--- config.mk ---
export PLATFORM = sky130hd
export DESIGN_NAME = pipe_decode_ctrl_flat
export DESIGN_NICKNAME = d
export VERILOG_FILES = /design/src/rtl/mips_pkg.sv /design/src/rtl/pipe_decode_ctrl_if.sv /design/src/rtl/pipe_decode_ctrl_instr_decoder.sv /design/src/rtl/pipe_decode_ctrl.sv /design/src/flat_wrapper.sv
export SDC_FILE = /design/constraint.sdc
export NUM_CORES = 1
export LEC_CHECK = 0
export CORE_UTILIZATION = 48
export CTS_CLUSTER_SIZE = 20
export DETAILED_ROUTE_END_ITERATION = 12
export GPL_ROUTABILITY_DRIVEN = 0
export PLACE_DENSITY = 0.91
export RECOVER_POWER = 50
export SLEW_MARGIN = 20
export SYNTH_ARGS = -nofsm -noshare
export SYNTH_HDL_FRONTEND = slang
export SYNTH_HIERARCHICAL = 1
export SYNTH_SLANG_ARGS = --single-unit
--- constraint.sdc ---
create_clock -name clk -period 2.1 [get_ports clk]
set_clock_uncertainty 0.15 [all_clocks]
set_input_delay 0.21 -clock clk [delete_from_list [all_inputs] [get_ports clk]]
set_output_delay 0.21 -clock clk [all_outputs]
set_load 0.02 [all_outputs]
--- src/rtl/mips_pkg.sv ---
// Shared encodings for the decode stage: opcodes, function codes, ALU commands,
// FSM state codes and the registered control bundle type.
package mips_pkg;

    localparam logic [3:0] OP_RTYPE = 4'd0;
    localparam logic [3:0] OP_ADDI  = 4'd1;
    localparam logic [3:0] OP_SLTI  = 4'd3;
    localparam logic [3:0] OP_LW    = 4'd4;
    localparam logic [3:0] OP_SW    = 4'd5;
    localparam logic [3:0] OP_BEQ   = 4'd6;
    localparam logic [3:0] OP_J     = 4'd7;
    localparam logic [3:0] OP_JAL   = 4'd8;

    localparam logic [2:0] FN_ADD = 3'd0;
    localparam logic [2:0] FN_SUB = 3'd1;
    localparam logic [2:0] FN_SLL = 3'd2;
    localparam logic [2:0] FN_SLT = 3'd3;
    localparam logic [2:0] FN_SRL = 3'd4;
    localparam logic [2:0] FN_AND = 3'd5;
    localparam logic [2:0] FN_OR  = 3'd6;
    localparam logic [2:0] FN_JR  = 3'd7;

    localparam logic [2:0] ALU_ADD = 3'b000;
    localparam logic [2:0] ALU_SUB = 3'b001;
    localparam logic [2:0] ALU_SLL = 3'b010;
    localparam logic [2:0] ALU_SLT = 3'b011;
    localparam logic [2:0] ALU_SRL = 3'b100;
    localparam logic [2:0] ALU_AND = 3'b101;
    localparam logic [2:0] ALU_OR  = 3'b110;
    localparam logic [2:0] ALU_CMP = 3'b111;

    typedef logic [1:0] state_t;
    localparam state_t ST_BOOT    = 2'd0;
    localparam state_t ST_RUN     = 2'd1;
    localparam state_t ST_BR_WAIT = 2'd2;
    localparam state_t ST_SQUASH  = 2'd3;

    typedef struct packed {
        logic [2:0] alu_cmd;
        logic       op2_sel;
        logic       shamt_imm_sel;
        logic       res_sel;
        logic       wb_sel;
        logic       jump_sel;
        logic       beq_sel;
        logic       ram_rd;
        logic       ram_wr;
        logic       wb_wr;
        logic [2:0] wb_waddr;
        logic [2:0] rs_addr;
        logic [2:0] rt_addr;
    } ctrl_t;

    localparam ctrl_t CTRL_DEFAULT = '{
        alu_cmd: ALU_ADD, op2_sel: 1'b0, shamt_imm_sel: 1'b0, res_sel: 1'b1,
        wb_sel: 1'b0, jump_sel: 1'b0, beq_sel: 1'b1, ram_rd: 1'b0, ram_wr: 1'b0,
        wb_wr: 1'b0, wb_waddr: 3'd0, rs_addr: 3'd0, rt_addr: 3'd0
    };

    function automatic logic reads_rt(input logic [3:0] opcode);
        return (opcode == OP_RTYPE) || (opcode == OP_SW) || (opcode == OP_BEQ);
    endfunction

endpackage

--- src/rtl/pipe_decode_ctrl_if.sv ---
// Fetch/execute handshake and control-bundle signals of the decode stage.
interface pipe_decode_ctrl_if;

    logic [15:0] instr;
    logic        instr_valid;
    logic        instr_ready;
    logic        ex_ready;
    logic        br_valid;
    logic        br_taken;
    logic        ctrl_valid;
    logic [2:0]  alu_cmd;
    logic        op2_sel;
    logic        shamt_imm_sel;
    logic        res_sel;
    logic        wb_sel;
    logic        jump_sel;
    logic        beq_sel;
    logic        ram_rd;
    logic        ram_wr;
    logic        wb_wr;
    logic [2:0]  wb_waddr;
    logic [2:0]  rs_addr;
    logic [2:0]  rt_addr;
    logic        silence;
    logic        illegal;

    modport master (
        output instr, instr_valid, ex_ready, br_valid, br_taken,
        input  instr_ready, ctrl_valid, alu_cmd, op2_sel, shamt_imm_sel, res_sel,
               wb_sel, jump_sel, beq_sel, ram_rd, ram_wr, wb_wr, wb_waddr,
               rs_addr, rt_addr, silence, illegal
    );

    modport slave (
        input  instr, instr_valid, ex_ready, br_valid, br_taken,
        output instr_ready, ctrl_valid, alu_cmd, op2_sel, shamt_imm_sel, res_sel,
               wb_sel, jump_sel, beq_sel, ram_rd, ram_wr, wb_wr, wb_waddr,
               rs_addr, rt_addr, silence, illegal
    );

endinterface

--- src/rtl/pipe_decode_ctrl_instr_decoder.sv ---
// Combinational instruction decoder: 16-bit instruction to control bundle,
// flagging undefined opcodes.
module instr_decoder
    import mips_pkg::*;
#(
    parameter logic [2:0] RA_REG = 3'd7
) (
    input  logic [15:0] instr,
    output ctrl_t       ctrl,
    output logic        illegal
);

    logic [3:0] opcode;
    logic [2:0] rs, rt, rd, fcode;

    assign {opcode, rs, rt, rd, fcode} = instr;

    always_comb begin
        ctrl         = CTRL_DEFAULT;
        ctrl.rs_addr = rs;
        ctrl.rt_addr = rt;
        illegal      = 1'b0;
        case (opcode)
            OP_RTYPE: begin
                ctrl.wb_waddr = rd;
                ctrl.wb_wr    = 1'b1;
                case (fcode)
                    FN_ADD: ctrl.alu_cmd = ALU_ADD;
                    FN_SUB: ctrl.alu_cmd = ALU_SUB;
                    FN_AND: ctrl.alu_cmd = ALU_AND;
                    FN_OR:  ctrl.alu_cmd = ALU_OR;
                    FN_SLT: ctrl.alu_cmd = ALU_SLT;
                    FN_SLL: begin
                        ctrl.alu_cmd       = ALU_SLL;
                        ctrl.op2_sel       = 1'b1;
                        ctrl.shamt_imm_sel = 1'b1;
                    end
                    FN_SRL: begin
                        ctrl.alu_cmd       = ALU_SRL;
                        ctrl.op2_sel       = 1'b1;
                        ctrl.shamt_imm_sel = 1'b1;
                    end
                    FN_JR: begin
                        ctrl.alu_cmd  = ALU_ADD;
                        ctrl.jump_sel = 1'b1;
                        ctrl.wb_wr    = 1'b0;
                    end
                endcase
            end
            OP_ADDI: begin
                ctrl.op2_sel  = 1'b1;
                ctrl.wb_wr    = 1'b1;
                ctrl.wb_waddr = rt;
            end
            OP_SLTI: begin
                ctrl.op2_sel  = 1'b1;
                ctrl.wb_wr    = 1'b1;
                ctrl.wb_waddr = rt;
                ctrl.alu_cmd  = ALU_SLT;
            end
            OP_LW: begin
                ctrl.op2_sel  = 1'b1;
                ctrl.ram_rd   = 1'b1;
                ctrl.res_sel  = 1'b0;
                ctrl.wb_wr    = 1'b1;
                ctrl.wb_waddr = rt;
            end
            OP_SW: begin
                ctrl.op2_sel = 1'b1;
                ctrl.ram_wr  = 1'b1;
            end
            OP_BEQ: begin
                ctrl.beq_sel = 1'b0;
                ctrl.alu_cmd = ALU_CMP;
            end
            OP_J: begin
                ctrl.op2_sel  = 1'b1;
                ctrl.jump_sel = 1'b1;
            end
            OP_JAL: begin
                ctrl.op2_sel  = 1'b1;
                ctrl.jump_sel = 1'b1;
                ctrl.wb_sel   = 1'b1;
                ctrl.wb_wr    = 1'b1;
                ctrl.wb_waddr = RA_REG;
            end
            default: illegal = 1'b1;
        endcase
    end

endmodule

--- src/rtl/pipe_decode_ctrl.sv ---
// Decode-stage controller: issue FSM, post-jump/branch squash and optional
// load-use interlock (enabled by defining LOAD_USE_STALL_EN).
module pipe_decode_ctrl
    import mips_pkg::*;
#(
    parameter int unsigned FLUSH_DEPTH = 3,
    parameter logic [2:0]  RA_REG      = 3'd7
) (
    input  logic             clk,
    input  logic             rst,
    pipe_decode_ctrl_if.slave bus
);

    state_t     state_q;
    logic [2:0] cnt_q;
    logic       br_pend_q, br_taken_q;
    ctrl_t      bundle_q, dec;
    logic       valid_q, illegal_q;
    logic       dec_illegal, hazard, accept, issue, advance;

    instr_decoder #(.RA_REG(RA_REG)) u_decoder (
        .instr   (bus.instr),
        .ctrl    (dec),
        .illegal (dec_illegal)
    );

    assign bus.instr_ready = ((state_q == ST_RUN) && bus.ex_ready && !hazard)
                           || (state_q == ST_SQUASH);
    assign accept  = bus.instr_valid && bus.instr_ready;
    assign issue   = accept && (state_q == ST_RUN) && !dec_illegal;
    assign advance = bus.ex_ready && (state_q != ST_BOOT);

`ifdef LOAD_USE_STALL_EN
    logic       lw_q;
    logic [2:0] lw_dst_q;

    always_ff @(posedge clk or negedge rst) begin
        if (!rst) begin
            lw_q     <= 1'b0;
            lw_dst_q <= '0;
        end else if (advance) begin
            lw_q     <= issue && dec.ram_rd;
            lw_dst_q <= dec.wb_waddr;
        end
    end

    assign hazard = lw_q && ((lw_dst_q == bus.instr[11:9])
                  || (reads_rt(bus.instr[15:12]) && (lw_dst_q == bus.instr[8:6])));
`else
    assign hazard = 1'b0;
`endif

    always_ff @(posedge clk or negedge rst) begin
        if (!rst) begin
            state_q    <= ST_BOOT;
            cnt_q      <= '0;
            br_pend_q  <= 1'b0;
            br_taken_q <= 1'b0;
            bundle_q   <= '0;
            valid_q    <= 1'b0;
            illegal_q  <= 1'b0;
        end else begin
            illegal_q <= accept && (state_q == ST_RUN) && dec_illegal;
            if (advance) begin
                bundle_q <= issue ? dec : CTRL_DEFAULT;
                valid_q  <= issue;
            end
            case (state_q)
                ST_BOOT: state_q <= ST_RUN;
                ST_RUN: begin
                    if (issue && dec.jump_sel) begin
                        state_q <= ST_SQUASH;
                        cnt_q   <= 3'(FLUSH_DEPTH);
                    end else if (issue && !dec.beq_sel) begin
                        // a resolution arriving with the beq itself is kept for BR_WAIT
                        state_q    <= ST_BR_WAIT;
                        br_pend_q  <= bus.br_valid;
                        br_taken_q <= bus.br_taken;
                    end
                end
                ST_BR_WAIT: begin
                    if (bus.br_valid || br_pend_q) begin
                        br_pend_q <= 1'b0;
                        // with a one-deep flush the taken branch leaves nothing to squash
                        if ((bus.br_valid ? bus.br_taken : br_taken_q) && (FLUSH_DEPTH > 1)) begin
                            state_q <= ST_SQUASH;
                            cnt_q   <= 3'(FLUSH_DEPTH - 1);
                        end else begin
                            state_q <= ST_RUN;
                        end
                    end
                end
                ST_SQUASH: begin
                    if (accept) begin
                        cnt_q <= cnt_q - 3'd1;
                        if (cnt_q <= 3'd1) state_q <= ST_RUN;
                    end
                end
            endcase
        end
    end

    assign bus.silence       = (state_q == ST_SQUASH);
    assign bus.illegal       = illegal_q;
    assign bus.ctrl_valid    = valid_q;
    assign bus.alu_cmd       = bundle_q.alu_cmd;
    assign bus.op2_sel       = bundle_q.op2_sel;
    assign bus.shamt_imm_sel = bundle_q.shamt_imm_sel;
    assign bus.res_sel       = bundle_q.res_sel;
    assign bus.wb_sel        = bundle_q.wb_sel;
    assign bus.jump_sel      = bundle_q.jump_sel;
    assign bus.beq_sel       = bundle_q.beq_sel;
    assign bus.ram_rd        = bundle_q.ram_rd;
    assign bus.ram_wr        = bundle_q.ram_wr;
    assign bus.wb_wr         = bundle_q.wb_wr;
    assign bus.wb_waddr      = bundle_q.wb_waddr;
    assign bus.rs_addr       = bundle_q.rs_addr;
    assign bus.rt_addr       = bundle_q.rt_addr;

endmodule

--- src/flat_wrapper.sv ---
// flat-port wrapper written by rule: the top's interface ports become plain ports
module pipe_decode_ctrl_flat import mips_pkg::*;
#(
    parameter int unsigned FLUSH_DEPTH = 3,
    parameter logic [2:0]  RA_REG      = 3'd7
)
  (clk, rst, bus_instr, bus_instr_valid, bus_ex_ready, bus_br_valid, bus_br_taken, bus_instr_ready, bus_ctrl_valid, bus_alu_cmd, bus_op2_sel, bus_shamt_imm_sel, bus_res_sel, bus_wb_sel, bus_jump_sel, bus_beq_sel, bus_ram_rd, bus_ram_wr, bus_wb_wr, bus_wb_waddr, bus_rs_addr, bus_rt_addr, bus_silence, bus_illegal);
  pipe_decode_ctrl_if bus_i ();
  input  logic clk;
  input  logic rst;
  input wire logic [$bits(bus_i.instr)-1:0] bus_instr;
  input wire logic [$bits(bus_i.instr_valid)-1:0] bus_instr_valid;
  input wire logic [$bits(bus_i.ex_ready)-1:0] bus_ex_ready;
  input wire logic [$bits(bus_i.br_valid)-1:0] bus_br_valid;
  input wire logic [$bits(bus_i.br_taken)-1:0] bus_br_taken;
  output wire logic [$bits(bus_i.instr_ready)-1:0] bus_instr_ready;
  output wire logic [$bits(bus_i.ctrl_valid)-1:0] bus_ctrl_valid;
  output wire logic [$bits(bus_i.alu_cmd)-1:0] bus_alu_cmd;
  output wire logic [$bits(bus_i.op2_sel)-1:0] bus_op2_sel;
  output wire logic [$bits(bus_i.shamt_imm_sel)-1:0] bus_shamt_imm_sel;
  output wire logic [$bits(bus_i.res_sel)-1:0] bus_res_sel;
  output wire logic [$bits(bus_i.wb_sel)-1:0] bus_wb_sel;
  output wire logic [$bits(bus_i.jump_sel)-1:0] bus_jump_sel;
  output wire logic [$bits(bus_i.beq_sel)-1:0] bus_beq_sel;
  output wire logic [$bits(bus_i.ram_rd)-1:0] bus_ram_rd;
  output wire logic [$bits(bus_i.ram_wr)-1:0] bus_ram_wr;
  output wire logic [$bits(bus_i.wb_wr)-1:0] bus_wb_wr;
  output wire logic [$bits(bus_i.wb_waddr)-1:0] bus_wb_waddr;
  output wire logic [$bits(bus_i.rs_addr)-1:0] bus_rs_addr;
  output wire logic [$bits(bus_i.rt_addr)-1:0] bus_rt_addr;
  output wire logic [$bits(bus_i.silence)-1:0] bus_silence;
  output wire logic [$bits(bus_i.illegal)-1:0] bus_illegal;
  assign bus_i.instr = bus_instr;
  assign bus_i.instr_valid = bus_instr_valid;
  assign bus_i.ex_ready = bus_ex_ready;
  assign bus_i.br_valid = bus_br_valid;
  assign bus_i.br_taken = bus_br_taken;
  assign bus_instr_ready = bus_i.instr_ready;
  assign bus_ctrl_valid = bus_i.ctrl_valid;
  assign bus_alu_cmd = bus_i.alu_cmd;
  assign bus_op2_sel = bus_i.op2_sel;
  assign bus_shamt_imm_sel = bus_i.shamt_imm_sel;
  assign bus_res_sel = bus_i.res_sel;
  assign bus_wb_sel = bus_i.wb_sel;
  assign bus_jump_sel = bus_i.jump_sel;
  assign bus_beq_sel = bus_i.beq_sel;
  assign bus_ram_rd = bus_i.ram_rd;
  assign bus_ram_wr = bus_i.ram_wr;
  assign bus_wb_wr = bus_i.wb_wr;
  assign bus_wb_waddr = bus_i.wb_waddr;
  assign bus_rs_addr = bus_i.rs_addr;
  assign bus_rt_addr = bus_i.rt_addr;
  assign bus_silence = bus_i.silence;
  assign bus_illegal = bus_i.illegal;
  pipe_decode_ctrl #(.FLUSH_DEPTH(FLUSH_DEPTH), .RA_REG(RA_REG)) u_core (.clk(clk), .rst(rst), .bus(bus_i));
endmodule
==> results.sh <==
export IMPL_netlist_area_um2=1750
export IMPL_syn_nets=201
export IMPL_swShare_pct=37.5
export IMPL_end_kind="register"
export IMPL_p_int_mw=1.34
export IMPL_cp_max_fo=11
export IMPL_ys_flop_type="dfrtp_1"
export IMPL_syn_area_per_cell_um2=10.1
export IMPL_final_cells=284
export IMPL_powerDensity_nw_per_um2=868
export IMPL_cts_setup_buffers=0
export IMPL_syn_inst=173
export IMPL_cts_tree="done"
export IMPL_drive_gt1_share_pct=20.6
export IMPL_num_io_pins=47
export IMPL_async_flop_share_pct=100
export IMPL_grtUsageTotal_pct=23.2
export IMPL_outcome="completed"
export IMPL_area_delta_synth_final_pct=40.8
export IMPL_drc_errors=0
export IMPL_die_area_um2=3900
export IMPL_cts_buffers=5
export IMPL_worstSkewPairLatency_ns=0.33
export IMPL_wl_um=4200
export IMPL_combPwrFrac_pct=48.1
export IMPL_wl_per_cell_um=14.8
export IMPL_viasPerCell=5.45
export IMPL_cp_arrival_ns=2.06
export IMPL_max_cap_violations=0
export IMPL_portBuffers=46
export IMPL_grt_max_degree=31
export IMPL_clockPowerShare_pct=16.8
export IMPL_fin_setup_tns_ns=0
export IMPL_core_area_um2=3420
export IMPL_clockBufferDepth=2
export IMPL_switchingPower_mw=0.803
export IMPL_period_minus_slack_ns=1.99
export IMPL_drv_slew=0
export IMPL_die_h_um=62.5
export IMPL_timing_final_crit_share_pct=95.0
export IMPL_clk_pin_slew_ns=0.09
export IMPL_grt_pass1_vias=1557
export IMPL_worstSetupPathType="input pin to register"
export IMPL_ant_nets=0
export IMPL_critical_path_max_stage_delay_ns=0.46
export IMPL_slew_limit_headroom_pct=51.2
export IMPL_synth_cell_types=42
export IMPL_start_kind="input pin"
export IMPL_maxClockFrequency_mhz=501
export IMPL_first_iter_violations=72
export IMPL_cpMaxStageDelayCell="clkdlybuf4s50_1"
export IMPL_antenna_found_initial=0
export IMPL_start_util_pct=51.4
export IMPL_hold_violations=0
export IMPL_first_pass_iters=4
export IMPL_setup_viol=0
export IMPL_antennaDiodeCount=0
export IMPL_nNetsFinal=265
export IMPL_final_cell_area_um2=2470
export IMPL_synth_top_cell_by_area="dfrtp_1"
export IMPL_fillers=264
export IMPL_hpwlAfterDp_um=3180
export IMPL_clockRootBuffer="clkbuf_4"
export IMPL_synth_enable_flop_cells=0
export IMPL_row_count=21
export IMPL_h_tree_depth=2
export IMPL_ir_drop_mv=0.373
export IMPL_placedCellCount=276
export IMPL_ctsHoldBuffers=0
export IMPL_pwr_share_seq_pct=35.1
export IMPL_hp_class="input pin to register"
export IMPL_synth_seq_cells=30
export IMPL_grt_ovfl_total=0
export IMPL_grt_pass1_wl_um=7040
export IMPL_synth_top_cell_area_share_pct=42.8
export IMPL_cts_sinks=30
export IMPL_synth_seq_area_share_pct=42.8
export IMPL_worst_slew_pin_slew_ns=0.733
export IMPL_timing_hold_ws_ns=0.300
export IMPL_vias=1547
export IMPL_dpl_cell_area_um2=2390
export IMPL_required_ns=2.17
export IMPL_worstPathCellList="clkdlybuf4s50_1 > buf_4 > nor2b_2 > nand3_1 > o21ai_0 > buf_4 > nor2b_1 > o31a_1 > a211o_1 > mux2i_1"
export IMPL_cp_common_cell="buf_4"
export IMPL_die_x_um=62.5
export IMPL_synthTopCellsByArea="dfrtp_1 (43%), a22o_1 (9.0%), ha_1 (4.3%)"
export IMPL_power_leakage_nw=1.18
export IMPL_ys_warn_count=6
==> power by group through the flow <==
stage | clock network [mW] | logic (mW) | registers [mW]
2_1_floorplan | 0 | 0.553 | 0.821
3_3_place_gp | 0 | 1.01 | 0.760
3_5_place_dp | 0 | 1.04 | 0.764
4_1_cts | 0.370 | 1.03 | 0.755
5_1_grt | 0.398 | 1.13 | 0.768
6_report | 0.360 | 1.03 | 0.752
==> path summary, 6_finish.rpt <==
path,cells after the start,slack [ns],end,from
max in group asynchronous,2,1.02,u_core/bus.ram_wr$_DFFE_PN0P_,rst
min in group asynchronous,2,0.31,u_core/bus.jump_sel$_DFFE_PN0P_,rst
setup / recovery,10,0.11,u_core/state_q[0]$_DFFE_PN0P_,bus_instr[15]
hold reg to reg,1,0.34,u_core/bus.ctrl_valid$_DFFE_PN0P_,u_core/bus.ctrl_valid$_DFFE_PN0P_
hold / removal,4,0.30,u_core/bus.ram_rd$_DFFE_PN0P_,bus_instr[13]
setup reg to reg,6,0.23,u_core/bus.alu_cmd[2]$_DFFE_PN0P_,u_core/state_q[1]$_DFFE_PN0P_
==> metrics by stage <==
step | total power [mW] | setup slack [ns] | utilization [%]
3_3_place_gp | 1.77 | -0.255 | 70.0
3_5_place_dp | 1.80 | -0.349 | 70.0
2_1_floorplan | 1.37 | 0.114 | -
4_1_cts | 2.15 | 0.00969 | 71.8
5_1_grt | 2.29 | -0.0277 | 72.3
6_report | 2.14 | 0.105 | 72.3
==> synthesized netlist by cell type, types with 3 or more instances <==
cell       instances
nand2_1            8
a22o_1            18
clkbuf_1           4
ha_1               6
mux2i_1            5
dfrtp_1           30
nand2b_1           6
nor2_1            10
nor2b_1            5
buf_4              7
buf_2              5
and3_1             3
nand3_1            5
o21ai_0           13
inv_1              9
a21oi_1            3
o2bb2ai_1          5
==> final cells by class <==
class / instances / area, µm² / area share, %
inverter: 9 / 33.8 / 1.37
clock inverter: 1 / 5.00 / 0.203
timing repair buffer: 74 / 686 / 27.8
multi-input combinational: 117 / 882 / 35.7
tap: 46 / 57.6 / 2.33
sequential: 30 / 751 / 30.4
clock buffer: 7 / 55.1 / 2.23
==> metal layers <==
metal	track usage, %	share of wire [%]
met3	5.47	4.4
met4	9.01	2.3
met2	39.3	50
met1	28.6	43
met5	0	0
==> sequential cells by signal, summed over array words and instances, names as in the netlist <==
name / cells
u_core/bus.op2_sel: 1
u_core/bus.wb_sel: 1
u_core/bus.jump_sel: 1
u_core/bus.wb_waddr: 3
u_core/bus.res_sel: 1
u_core/bus.rs_addr: 3
u_core/bus.wb_wr: 1
u_core/bus.beq_sel: 1
u_core/bus.alu_cmd: 3
u_core/br_taken_q: 1
u_core/br_pend_q: 1
u_core/cnt_q: 3
u_core/bus.shamt_imm_sel: 1
u_core/bus.ctrl_valid: 1
u_core/bus.rt_addr: 3
u_core/state_q: 2
u_core/bus.ram_rd: 1
u_core/bus.ram_wr: 1
u_core/bus.illegal: 1
==> layout by cell type (no fill, tap or decap), drive strengths merged, types with 2 or more instances in the layout <==
master         count
nand3b             2
a21o               2
nand2              9
clkbuf             8
o31a               2
dlygate4sd3       12
nand2b             6
ha                 6
dlygate4sd2        2
dfrtp             30
dlymetal6s2s       3
buf               27
nand3              5
mux2i              5
clkdlybuf4s50     29
o21ai             14
nor2              10
o2bb2ai            5
nor2b              5
a21oi              3
o31ai              2
a22o              18
nor3               4
inv                9
and3               3
==> cells by family after synthesis <==
family / share of synthesized area, %
and+or+nand+nor: 18.0
xor gates and xnor gates: 0.999
adders and majority gates: 4.28
AOI/OAI and AO/OA: 22.6
muxes: 3.50
buffers and inverters: 7.85
DFF: 42.8
==> timing repair <==
item                                    4_1_cts  5_1_grt
endpoints found under the setup margin        2        7
cloned                                        0        0
gates resized for setup                       3        7
==> critical path, delay by kind of cell <==
family                 cells  cell delay (ns)
buffers and inverters      3             0.81
AO/OA/AOI/OAI              3             0.63
multiplexers               1             0.13
AND/OR/NAND/NOR            3             0.27
(Power assumes the default switching activity.)
